File: src/rtl/pipe_stage_skid_if.sv
// pipe_stage_skid_if
// Bundles the upstream and downstream handshake signals of one pipeline
// stage register.
//   flush     : hazard-unit kill of everything held in the stage
//   in_valid  : upstream beat present
//   in_ready  : stage accepts a beat this cycle
//   in_ctrl   : upstream control bundle
//   in_data   : upstream data bundle
//   out_valid : output beat present
//   out_ready : downstream accepts the output beat this cycle
//   out_ctrl  : control bundle, zero whenever out_valid is low
//   out_data  : data bundle, holds its last value when out_valid is low
//   occ       : number of entries held in the stage
// Modport slave is the stage's view; modport master is the view of the
// logic around it (upstream, downstream and hazard control).
interface pipe_stage_skid_if #(
  parameter int CTRL_W = 12,
  parameter int DATA_W = 176
);
  logic              flush;
  logic              in_valid;
  logic              in_ready;
  logic [CTRL_W-1:0] in_ctrl;
  logic [DATA_W-1:0] in_data;
  logic              out_valid;
  logic              out_ready;
  logic [CTRL_W-1:0] out_ctrl;
  logic [DATA_W-1:0] out_data;
  logic [1:0]        occ;

  modport slave (
    input  flush, in_valid, in_ctrl, in_data, out_ready,
    output in_ready, out_valid, out_ctrl, out_data, occ
  );

  modport master (
    output flush, in_valid, in_ctrl, in_data, out_ready,
    input  in_ready, out_valid, out_ctrl, out_data, occ
  );
endinterface

File: src/rtl/pipe_stage_skid.sv
// pipe_stage_skid
// Reusable pipeline stage register placed between two core stages. Carries
// a control bundle (zeroed in bubbles) and a data bundle (only cleared by
// reset) across a valid/ready handshake, with a synchronous flush that
// turns the stage into a bubble.
//   SKID = 0 : one register, in_ready depends combinationally on out_ready.
//   SKID = 1 : main + skid register, in_ready depends on state only, so
//              no out_ready -> in_ready timing path exists.
// Ports:
//   clk  : clock, all updates on the rising edge
//   rst  : synchronous active-high reset
//   bus  : stage handshake bundle (see pipe_stage_skid_if), slave view
module pipe_stage_skid #(
  parameter int CTRL_W = 12,
  parameter int DATA_W = 176,
  parameter int SKID   = 0
) (
  input logic                 clk,
  input logic                 rst,
  pipe_stage_skid_if.slave    bus
);

  // The encoding doubles as the occupancy count.
  typedef enum logic [1:0] {
    EMPTY = 2'd0,
    ONE   = 2'd1,
    TWO   = 2'd2
  } state_t;

  state_t            state;
  state_t            state_next;
  logic [CTRL_W-1:0] main_ctrl;
  logic [DATA_W-1:0] main_data;
  logic [CTRL_W-1:0] skid_ctrl;
  logic [DATA_W-1:0] skid_data;
  logic              accept;
  logic              rel;
  logic              load_main;
  logic              load_skid;
  logic              move_skid;
  logic              valid_int;

  assign valid_int = (state != EMPTY);
  assign accept    = bus.in_valid && bus.in_ready;
  assign rel       = valid_int && bus.out_ready;

  // With a skid register, ready only looks at the state flops so the
  // downstream stall never reaches upstream in the same cycle.
  always_comb begin
    if (SKID != 0) begin
      bus.in_ready = !rst && (state != TWO);
    end else begin
      bus.in_ready = !rst && (!valid_int || bus.out_ready);
    end
  end

  // Next-state and register load controls. Flush overrides every handshake
  // move, which also discards a beat accepted in the flush cycle.
  always_comb begin
    state_next = state;
    load_main  = 1'b0;
    load_skid  = 1'b0;
    move_skid  = 1'b0;
    case (state)
      EMPTY: begin
        if (accept) begin
          state_next = ONE;
          load_main  = 1'b1;
        end
      end
      ONE: begin
        if (accept && rel) begin
          state_next = ONE;
          load_main  = 1'b1;
        end else if (accept && (SKID != 0)) begin
          // Downstream stalled: park the new beat behind the held one.
          state_next = TWO;
          load_skid  = 1'b1;
        end else if (rel) begin
          state_next = EMPTY;
        end
      end
      TWO: begin
        if (rel) begin
          state_next = ONE;
          move_skid  = 1'b1;
        end
      end
      default: begin
        state_next = EMPTY;
      end
    endcase
    if (bus.flush) begin
      state_next = EMPTY;
      load_main  = 1'b0;
      load_skid  = 1'b0;
      move_skid  = 1'b0;
    end
  end

  // State and bundle registers. Data registers keep their contents across
  // a flush; only reset clears them.
  always_ff @(posedge clk) begin
    if (rst) begin
      state     <= EMPTY;
      main_ctrl <= '0;
      main_data <= '0;
      skid_ctrl <= '0;
      skid_data <= '0;
    end else begin
      state <= state_next;
      if (load_main) begin
        main_ctrl <= bus.in_ctrl;
        main_data <= bus.in_data;
      end else if (move_skid) begin
        main_ctrl <= skid_ctrl;
        main_data <= skid_data;
      end
      if (load_skid) begin
        skid_ctrl <= bus.in_ctrl;
        skid_data <= bus.in_data;
      end
    end
  end

  assign bus.out_valid = valid_int;
  assign bus.out_ctrl  = valid_int ? main_ctrl : '0;
  assign bus.out_data  = main_data;
  assign bus.occ       = state;

endmodule

File: src/flat_wrapper.sv
// flat-port wrapper written by rule: the top's interface ports become plain ports
module pipe_stage_skid_flat 
#(
  parameter int CTRL_W = 12,
  parameter int DATA_W = 176,
  parameter int SKID   = 0
)
  (clk, rst, bus_flush, bus_in_valid, bus_in_ctrl, bus_in_data, bus_out_ready, bus_in_ready, bus_out_valid, bus_out_ctrl, bus_out_data, bus_occ);
  pipe_stage_skid_if #(.CTRL_W(CTRL_W), .DATA_W(DATA_W)) bus_i ();
  input logic clk;
  input logic rst;
  input wire logic [$bits(bus_i.flush)-1:0] bus_flush;
  input wire logic [$bits(bus_i.in_valid)-1:0] bus_in_valid;
  input wire logic [$bits(bus_i.in_ctrl)-1:0] bus_in_ctrl;
  input wire logic [$bits(bus_i.in_data)-1:0] bus_in_data;
  input wire logic [$bits(bus_i.out_ready)-1:0] bus_out_ready;
  output wire logic [$bits(bus_i.in_ready)-1:0] bus_in_ready;
  output wire logic [$bits(bus_i.out_valid)-1:0] bus_out_valid;
  output wire logic [$bits(bus_i.out_ctrl)-1:0] bus_out_ctrl;
  output wire logic [$bits(bus_i.out_data)-1:0] bus_out_data;
  output wire logic [$bits(bus_i.occ)-1:0] bus_occ;
  assign bus_i.flush = bus_flush;
  assign bus_i.in_valid = bus_in_valid;
  assign bus_i.in_ctrl = bus_in_ctrl;
  assign bus_i.in_data = bus_in_data;
  assign bus_i.out_ready = bus_out_ready;
  assign bus_in_ready = bus_i.in_ready;
  assign bus_out_valid = bus_i.out_valid;
  assign bus_out_ctrl = bus_i.out_ctrl;
  assign bus_out_data = bus_i.out_data;
  assign bus_occ = bus_i.occ;
  pipe_stage_skid #(.CTRL_W(CTRL_W), .DATA_W(DATA_W), .SKID(SKID)) u_core (.clk(clk), .rst(rst), .bus(bus_i));
endmodule
File: config.mk
export PLATFORM = sky130hd
export DESIGN_NAME = pipe_stage_skid_flat
export DESIGN_NICKNAME = d
export VERILOG_FILES = /design/src/rtl/pipe_stage_skid_if.sv /design/src/rtl/pipe_stage_skid.sv /design/src/flat_wrapper.sv
export SDC_FILE = /design/constraint.sdc
export NUM_CORES = 1
export LEC_CHECK = 0
export CAP_MARGIN = 20
export CORE_ASPECT_RATIO = 1.75
export CORE_MARGIN = 8
export CORE_UTILIZATION = 35
export DETAILED_ROUTE_END_ITERATION = 16
export PLACE_DENSITY = 0.68
export SYNTH_ARGS = -nofsm -noshare
export SYNTH_HDL_FRONTEND = slang
export SYNTH_SLANG_ARGS = --single-unit
File: constraint.sdc
create_clock -name clk -period 2.65 [get_ports clk]
set_clock_uncertainty 0.05 [all_clocks]
set_input_delay 0.3975 -clock clk [delete_from_list [all_inputs] [get_ports clk]]
set_output_delay 0.3975 -clock clk [all_outputs]
set_load 0.05 [all_outputs]
* Word-level counts from Yosys, hierarchy flattened
Index checks and enable logic that the tools add are counted.
Word-level totals: logic and storage cells 37, output and inout bits 192, bits of input ports 193, bits in registers 190
Cells by class: reductions and logical operators 12, equal/unequal tests 5, muxes and demuxes 17
Operators by type and width (number):
- two-way mux 176 bit | 2
- two-way mux 12 bit | 3
- two-way mux 2 bit | 4
- two-way mux 1 bit | 6
- one-hot mux 2 bit (3 select lines) | 1
- logical AND 1 bit | 4
- != test 2 x 1 -> 1 bit, second input constant | 2
- nonzero test 2 bit | 2
- != test 3 x 1 -> 1 bit, second input constant | 1
- AND reduction 3 bit | 1
- == test 2 x 1 -> 1 bit, second input constant | 1
- == test 2 bit, second input constant | 1
- logical NOT 1 bit | 2
- logical NOT 2 bit | 1
- one-hot mux 1 bit (2 select lines) | 1
- OR reduction 2 bit | 1
- logical OR 1 bit | 1

* Depth between registers and ports, before layout
Gate-level depths: netlist (run 1).
word-level depth 10, depth in mapped cells 6, depth with buffers taken out 3

* Worst setup path before layout (run 1)
Ideal clock, no wire load.
path kind register to register, from reg u_core.state[0], in the netlist u_core.bus.occ[0], to reg u_core.main_data[100], in the netlist u_core.bus.out_data[100], arrival 1887 ps, buffers on the path 3, clock period less this slack 2058 ps, setup slack 592 ps, setup time 121 ps, data required time 2479 ps, cell stages (with the launch flop) 7, cells stage by stage dfxtp_1 > nor2b_4 > or4b_1 > buf_2 > buf_6 > buf_6 > mux2_4
On the way: word-level cells in the longest chain between the ends 10, elaborated cells on any way between the ends 19, those cells by class eq/ne (2); mux (8); reduce/logical (9)
Ends and longest elaborated chain:
- from (decl) | line pipe_stage_skid.sv:30 | state_t state;
- from (signal assigned) | line pipe_stage_skid.sv:111 | state <= state_next;
- nonzero test 2 bit | line pipe_stage_skid.sv:43 | assign valid_int = (state != EMPTY);
- logical NOT 1 bit | line pipe_stage_skid.sv:53 | bus.in_ready = !rst && (!valid_int || bus.out_ready);
- logical OR 1 bit | line pipe_stage_skid.sv:53
- logical AND 1 bit | line pipe_stage_skid.sv:53
- logical AND 1 bit | line pipe_stage_skid.sv:44 | assign accept = bus.in_valid && bus.in_ready;
- logical AND 1 bit | line pipe_stage_skid.sv:72 | if (accept && rel) begin
- two-way mux 1 bit | line pipe_stage_skid.sv:72
- one-hot mux 1 bit (2 select lines) | line pipe_stage_skid.sv:64 | case (state)
- two-way mux 1 bit | line pipe_stage_skid.sv:93 | if (bus.flush) begin
- two-way mux 176 bit / nonzero test 2 bit (equally long branches)
- to (signal assigned) | line pipe_stage_skid.sv:114 | main_data <= bus.in_data;
- to (signal assigned) | line pipe_stage_skid.sv:117 | main_data <= skid_data;
- to (decl) | line pipe_stage_skid.sv:33 | logic [DATA_W-1:0] main_data;
Several ways; a longest one is shown, not always the timed one. A chain may end at the register's enable or synchronous reset.

* Worst setup path after layout (run 1)
from reg u_core.state[0], in the netlist u_core.bus.occ[0], to out bus_out_ctrl[7]
On the way: word-level cells in the longest chain between the ends 2
Ends and longest elaborated chain:
- nonzero test 2 bit | line pipe_stage_skid.sv:43
- two-way mux 12 bit | line pipe_stage_skid.sv:127 | assign bus.out_ctrl = valid_int ? main_ctrl : '0;
- to (decl) | line flat_wrapper.sv:19 | output wire logic [$bits(bus_i.out_ctrl)-1:0] bus_out_ctrl;
No other way between the ends.

==> results.md, run 1 <==
- complete, no violations — status
- 0 — Post-CTS Hold Buffers
- 2 — initial antenna violation count
- 0.364 mV — peak supply drop
- false — RSZ-0062 raised after global routing
- 15 — highest net fanout along the worst path
- 30.4% — met2 routing resource usage after global routing
- 129 um — Horiz. Die Dim
- 1190 — net count reported at finish
- 59.3% — Syn-to-layout area delta
- 0 — # Max-Cap Violations
- 38.9% — slew margin rel.
- 22100 um^2 — placeable core region
- 6178 — vias in the first global route
- 1914 — final-layout fill cell count
- 189 — number of sinks handled by clock tree synthesis
- 0 — number of pins with negative max-slew slack in the final report
- 0.07 ns — clock transition at the register clock pins on the worst setup and hold paths after CTS
- 4 — CTS HTree Levels
- 18.0 mm — half-perimeter wire length of the detailed placement result
- 628 — Gate Count Post-Synth
- 2.20 ns — required time at the endpoint of the critical path
- 94.9% — fin crit share
- 6.23% — met3 GRT Util
- 0 ns — Sum Neg Setup Slack
- 27700 um^2 — total die area
- 35.9 mm — first-pass GRT wire length
- 5771 — vias after detailed routing
- 0 — number of enable flip-flop cells after synthesis
- 1274 — Cells after DPL
- 7860 um^2 — area of the mapped netlist
- 12.5 um^2 — Mean Syn Cell Area
- in -> reg — Hold Path Class
- 2.07 ns — WP data arrival
- 23.2% — fraction of layout instances using a drive strength above 1
- 2 — Clock Path Buffers
- 16.9% — met1 Use GR
- met2 — global route hottest layer
- 2.51 ns — post-layout min period
- 225 — Starting DRT DRC Count
- 0 — number of hold violations in the final report
- 0 — setup bufs post-CTS
- 0 — overflow left after global routing
- 191 — largest net degree at the start of global routing
- 0 — Post-CTS Resized
- sky130_fd_sc_hd__dfxtp_1 — Synth Flop Type
- 0.917 ns — worst-margin pin slew
- 0 — count of warnings emitted by yosys
- 570 nW/um^2 — Cell Pwr Density
- 0 — count of final setup violators
- 0.736 — final weighted congestion of routability-driven global placement
- 385 — io pins
- 24.2 mm — wirelength, routed
- sky130_fd_sc_hd__clkbuf_16 — clock root buffer
- 0.398 GHz — highest attainable clock frequency
- 35.6% — effective utilization at floorplan
- 4 — TritonRoute pass-1 iters
- 5.25 nW — total leakage power
- 0.43 ns — Skew-Pair Late Insertion Delay
- 214 um — Die Height
- yes — TritonCTS clock tree
- flip-flop — Critical Path Start Type
- 17 — clock buffers created by TritonCTS
- 72 — Cell Rows
- 189 — flip-flop and latch count after synthesis
- 15 — library cells used by synthesis
- 18.5 um — detailed-route wire length per cell
- 0.00714 W — total design power
- 821 — Net Count, Synth
- 1308 — final cell count without fillers
- 17.0% — total track usage
- output port — critical path endpoint category
- 0% — Post-synth ARST share
- reg -> out — type of the worst setup path
- 383 — Port-buffer cells
- 0 — residual DRC count
- 48.2% — sequential-to-total area share from yosys stat
- 0 — count of nets left with antenna violations after detail routing
- 4.41 — drt via density
-- synth_stat cells, types with 2 or more instances --
cell                       instances  area, um^2
sky130_fd_sc_hd__buf_4             2        15.0
sky130_fd_sc_hd__dfxtp_1         189        3780
sky130_fd_sc_hd__buf_2             7        35.0
sky130_fd_sc_hd__buf_6            14         158
sky130_fd_sc_hd__clkbuf_1         21        78.8
sky130_fd_sc_hd__nor2_1            2        7.51
sky130_fd_sc_hd__mux2_4          100        1500
sky130_fd_sc_hd__and2_1           12        75.1
sky130_fd_sc_hd__mux2_2           88         991
sky130_fd_sc_hd__nor2b_1         188        1180
-- critical path: stages, from the launching register on --
cell and delay, ns:
sky130_fd_sc_hd__dfxtp_1 0.60, sky130_fd_sc_hd__and2_1 0.20, sky130_fd_sc_hd__clkdlybuf4s50_1 0.83
-- cell families after synthesis --
kind of cell           after synthesis  synth area share [%]
buffers and inverters               45                  3.69
DFF                                189                  48.2
other                                1                0.0477
muxes                              188                  31.7
and+or+nand+nor                    205                  16.4
-- routing by layer --
metal / up-vias / routed length, um
met5: - / 0
met3: 36 / 2110
met2: 247 / 12600
met1: 2695 / 8700
met4: 0 / 730
li1: 2793 / -
-- flip-flops by register name, indices dropped and copies added (netlist names) --
signal               count
u_core.main_ctrl        12
u_core.bus.out_data    176
u_core.bus.occ           1
-- final timing paths --
path                            startpoint                       end  slack (ns)  cells past startpoint
hold reg to reg   u_core.bus.out_data[168]  u_core.bus.out_data[168]        0.55                      2
setup reg to reg         u_core.bus.occ[0]  u_core.bus.out_data[118]        0.52                      4
setup / recovery         u_core.bus.occ[0]           bus_out_ctrl[7]        0.14                      2
hold / removal             bus_in_data[58]   u_core.bus.out_data[58]        0.52                      2
-- cell type report --
class	instances	area, um^2	area share (%)
repair buffers	395	4000	31.9
multi-input cells	394	3790	30.3
flip-flops and latches	189	3780	30.2
clock buffers	27	543	4.34
well taps	296	370	2.96
clock inverters	5	27.5	0.220
diodes	2	5.00	0.0400
-- power by group --
group | switching [W] | total, W | internal [W]
clock network | 0.00107 | 0.00247 | 0.00140
logic | 0.000830 | 0.00159 | 0.000760
registers | 0.0000766 | 0.00308 | 0.00300
total | 0.00198 | 0.00714 | 0.00516
-- cell usage in the layout, fill, tap and decap left out --
cell                              count
sky130_fd_sc_hd__nor2b_4              1
sky130_fd_sc_hd__nor2b_1            188
sky130_fd_sc_hd__nor3_1               1
sky130_fd_sc_hd__clkbuf_16           17
sky130_fd_sc_hd__and2_1              12
sky130_fd_sc_hd__clkbuf_1             2
sky130_fd_sc_hd__dfxtp_1            189
sky130_fd_sc_hd__mux2_2              88
sky130_fd_sc_hd__mux2_4             100
sky130_fd_sc_hd__buf_4                7
sky130_fd_sc_hd__clkbuf_8             8
sky130_fd_sc_hd__clkdlybuf4s50_1    381
sky130_fd_sc_hd__clkinvlp_4           1
sky130_fd_sc_hd__buf_12               6
sky130_fd_sc_hd__clkinv_2             4
sky130_fd_sc_hd__diode_2              2
sky130_fd_sc_hd__buf_6                1
sky130_fd_sc_hd__conb_1               1
sky130_fd_sc_hd__nor2_1               2
sky130_fd_sc_hd__or4b_4               1
-- stage by stage --
| step | util (%) | cell area, um^2 | setup slack (ns) | hold WS (ns) |
|---|---|---|---|---|
| after global routing | 56.7 | 12500 | 0.0147 | 0.499 |
| after floorplan | - | 7860 | 0.592 | 0.424 |
| after global placement | 54.1 | 11900 | 0.192 | 0.523 |
| after detailed placement | 54.1 | 11900 | 0.192 | 0.528 |
| final | 56.7 | 12500 | 0.136 | 0.521 |
| after CTS | 56.7 | 12500 | 0.0855 | 0.495 |
Power figures use the tool's default switching activity.
==> inputs of run 2 (changes only) <==
--- a/config.mk
+++ b/config.mk
@@ -6,11 +6,11 @@
 export NUM_CORES = 1
 export LEC_CHECK = 0
 export CAP_MARGIN = 20
-export CORE_ASPECT_RATIO = 1.75
 export CORE_MARGIN = 8
-export CORE_UTILIZATION = 35
+export CORE_UTILIZATION = 44
+export CTS_CLUSTER_SIZE = 12
 export DETAILED_ROUTE_END_ITERATION = 16
-export PLACE_DENSITY = 0.68
+export PLACE_DENSITY = 0.83
 export SYNTH_ARGS = -nofsm -noshare
 export SYNTH_HDL_FRONTEND = slang
 export SYNTH_SLANG_ARGS = --single-unit
==> run 2 against run 1 <==
Flip-flop and latch count unchanged; die area decreased by 19%; critical endpoint is now bus_out_ctrl[5]; setup slack lost 0.028 ns; largest power group unchanged; sequential share of layout area rose by 0.35 points; hold slack got worse by 0.37 ns; cell area fell by 1.1%.
==> results.md, run 2 (synthesis results as in run 1) <==
- sky130_fd_sc_hd__clkdlybuf4s50_1 — most frequent standard cell in the layout excluding fill and tap cells
- 0 — # Max-Cap Violations, unchanged
- 17700 um^2 — placeable core region, -20%
- 588 nW/um^2 — Cell Pwr Density, +3.2%
- 22400 um^2 — total die area, -19%
- u_core.bus.occ[0] — crit path launch
- 0 — residual DRC count, unchanged
- 189 — number of sinks handled by clock tree synthesis, unchanged
- 5.21 nW — total leakage power, -0.68%
- 385 — io pins, unchanged
- 0 — number of diodes, -2
- 32.2% — slew margin rel., -6.7 points
- 15 — highest net fanout along the worst path, unchanged
- 19.3 um — detailed-route wire length per cell, +4.2%
- 1.02 ns — worst-margin pin slew, +0.100 ns
- 49 — Cell Rows, -32%
- 150 um — Horiz. Die Dim, +16%
- 0 — count of nets left with antenna violations after detail routing, unchanged
- 0 — number of hold violations in the final report, unchanged
- 23.1% — fraction of layout instances using a drive strength above 1, -0.084 points
- 17 — clock buffers created by TritonCTS, unchanged
- 4.65 — drt via density, +5.5%
- 69.8% — share of the core filled with cells, +13 points
- u_core.bus.occ[0] — Crit Reg-Reg Startpoint
- 17.7 mm — half-perimeter wire length of the detailed placement result, -1.6%
- reg -> out — type of the worst setup path
- sky130_fd_sc_hd__clkdlybuf4s50_1 (380), sky130_fd_sc_hd__dfxtp_1 (189), sky130_fd_sc_hd__nor2b_1 (188) — commonest cells after routing, fill and taps aside
- 5742 — vias after detailed routing, -0.50%
- in -> reg — Hold Path Class
- 176 — max FFs per register, unchanged
- 1234 — final cell count without fillers, -5.7%
- 23.8 mm — wirelength, routed, -1.7%
- 2.54 ns — post-layout min period, +0.0284 ns
- 95.9% — fin crit share, +1.1 points
- 6141 — vias in the first global route, -0.60%
- 0.393 GHz — highest attainable clock frequency, -1.1%
- 20.6% — total track usage, +3.5 points
- flip-flop — Critical Path Start Type
- 57.4% — Syn-to-layout area delta
- 0 — count of final setup violators, unchanged
- 44.3% — effective utilization at floorplan, +8.7 points
- rst — startpoint of the most critical hold path
- 0.07 ns — clock transition at the register clock pins on the worst setup and hold paths after CTS, about the same
- 4 — CTS HTree Levels, unchanged
- 0.757 — final weighted congestion of routability-driven global placement, +2.8%
- 2 — Clock Path Buffers, unchanged
- 383 — Port-buffer cells, unchanged
- 2.09 ns — WP data arrival, +0.02 ns
- 1202 — Cells after DPL, -5.7%
- 0 — setup bufs post-CTS, unchanged
- 4 — TritonRoute pass-1 iters, unchanged
- false — RSZ-0062 raised after global routing
- complete, no violations — status
- 0.42 ns — Skew-Pair Late Insertion Delay, about the same
- output port — critical path endpoint category
- 0 — number of pins with negative max-slew slack in the final report, unchanged
- 1315 — final-layout fill cell count, -31%
- yes — TritonCTS clock tree
- 97 — largest net degree at the start of global routing, -49%
- 0 ns — Sum Neg Setup Slack, unchanged
- 1185 — net count reported at finish, -0.42%
- 0 — overflow left after global routing, unchanged
- 35.3 mm — first-pass GRT wire length, -1.7%
- 168 — Starting DRT DRC Count, -25%
- 150 um — Die Height, -30%
- 2.20 ns — required time at the endpoint of the critical path, about the same
- 0 — Post-CTS Resized, unchanged
- sky130_fd_sc_hd__clkbuf_16 — clock root buffer
- 0 — initial antenna violation count, -2
- 0 — Post-CTS Hold Buffers, unchanged
- 0.427 mV — peak supply drop, +18%
-- run 2: metrics by stage --
stage,area (um^2),setup WS [ns],total power (W),hold slack (ns)
global placement,11800,0.248,0.00470,0.523
floorplan,7860,0.592,0.00406,0.424
finish,12400,0.108,0.00728,0.152
global route,12400,0.0131,0.00753,0.142
CTS,12400,0.0470,0.00735,0.125
detailed placement,11800,0.233,0.00472,0.525
-- run 2: layout make-up --
type	count	area (um^2)	area share (%)
repair buffers	390	3910	31.6
flip-flops and latches	189	3780	30.6
clock buffers	17	425	3.44
well taps	229	287	2.32
multi-input cells	394	3790	30.6
clock inverters	15	180	1.46
-- run 2: where the power goes --
group | internal [W] | leakage (nW) | switching (W)
registers | 0.00300 | 1.55 | 0.0000776
logic | 0.000751 | 3.37 | 0.000829
clock network | 0.00143 | 0.291 | 0.00119
-- run 2: critical path, stage by stage (launching register included) --
cell	delay [ns]
sky130_fd_sc_hd__dfxtp_1	0.62
sky130_fd_sc_hd__and2_1	0.20
sky130_fd_sc_hd__clkdlybuf4s50_1	0.85
-- run 2: final timing paths --
check                                 end  slack (ns)  depth (start not counted)
setup / recovery          bus_out_ctrl[5]        0.11                          2
hold / removal          u_core.bus.occ[0]        0.15                          2
setup reg to reg  u_core.bus.out_data[39]        0.54                          4
hold reg to reg       u_core.main_ctrl[7]        0.55                          2
-- run 2: per-layer routing --
| layer | share of wire [%] | vias up | track usage, % |
|---|---|---|---|
| met5 | 0 | - | 0 |
| met4 | 4.0 | 0 | 10.2 |
| met3 | 10 | 46 | 8.71 |
| met2 | 47 | 266 | 34.1 |
| met1 | 39 | 2644 | 22.1 |
| li1 | - | 2786 | - |
==> inputs of run 3 (changes only) <==
--- a/config.mk
+++ b/config.mk
@@ -14,3 +14,4 @@
 export SYNTH_ARGS = -nofsm -noshare
 export SYNTH_HDL_FRONTEND = slang
 export SYNTH_SLANG_ARGS = --single-unit
+export TNS_END_PERCENT = 10
==> results of run 3 <==
The final DEF is identical to that of run 2; final timing and power are the same.
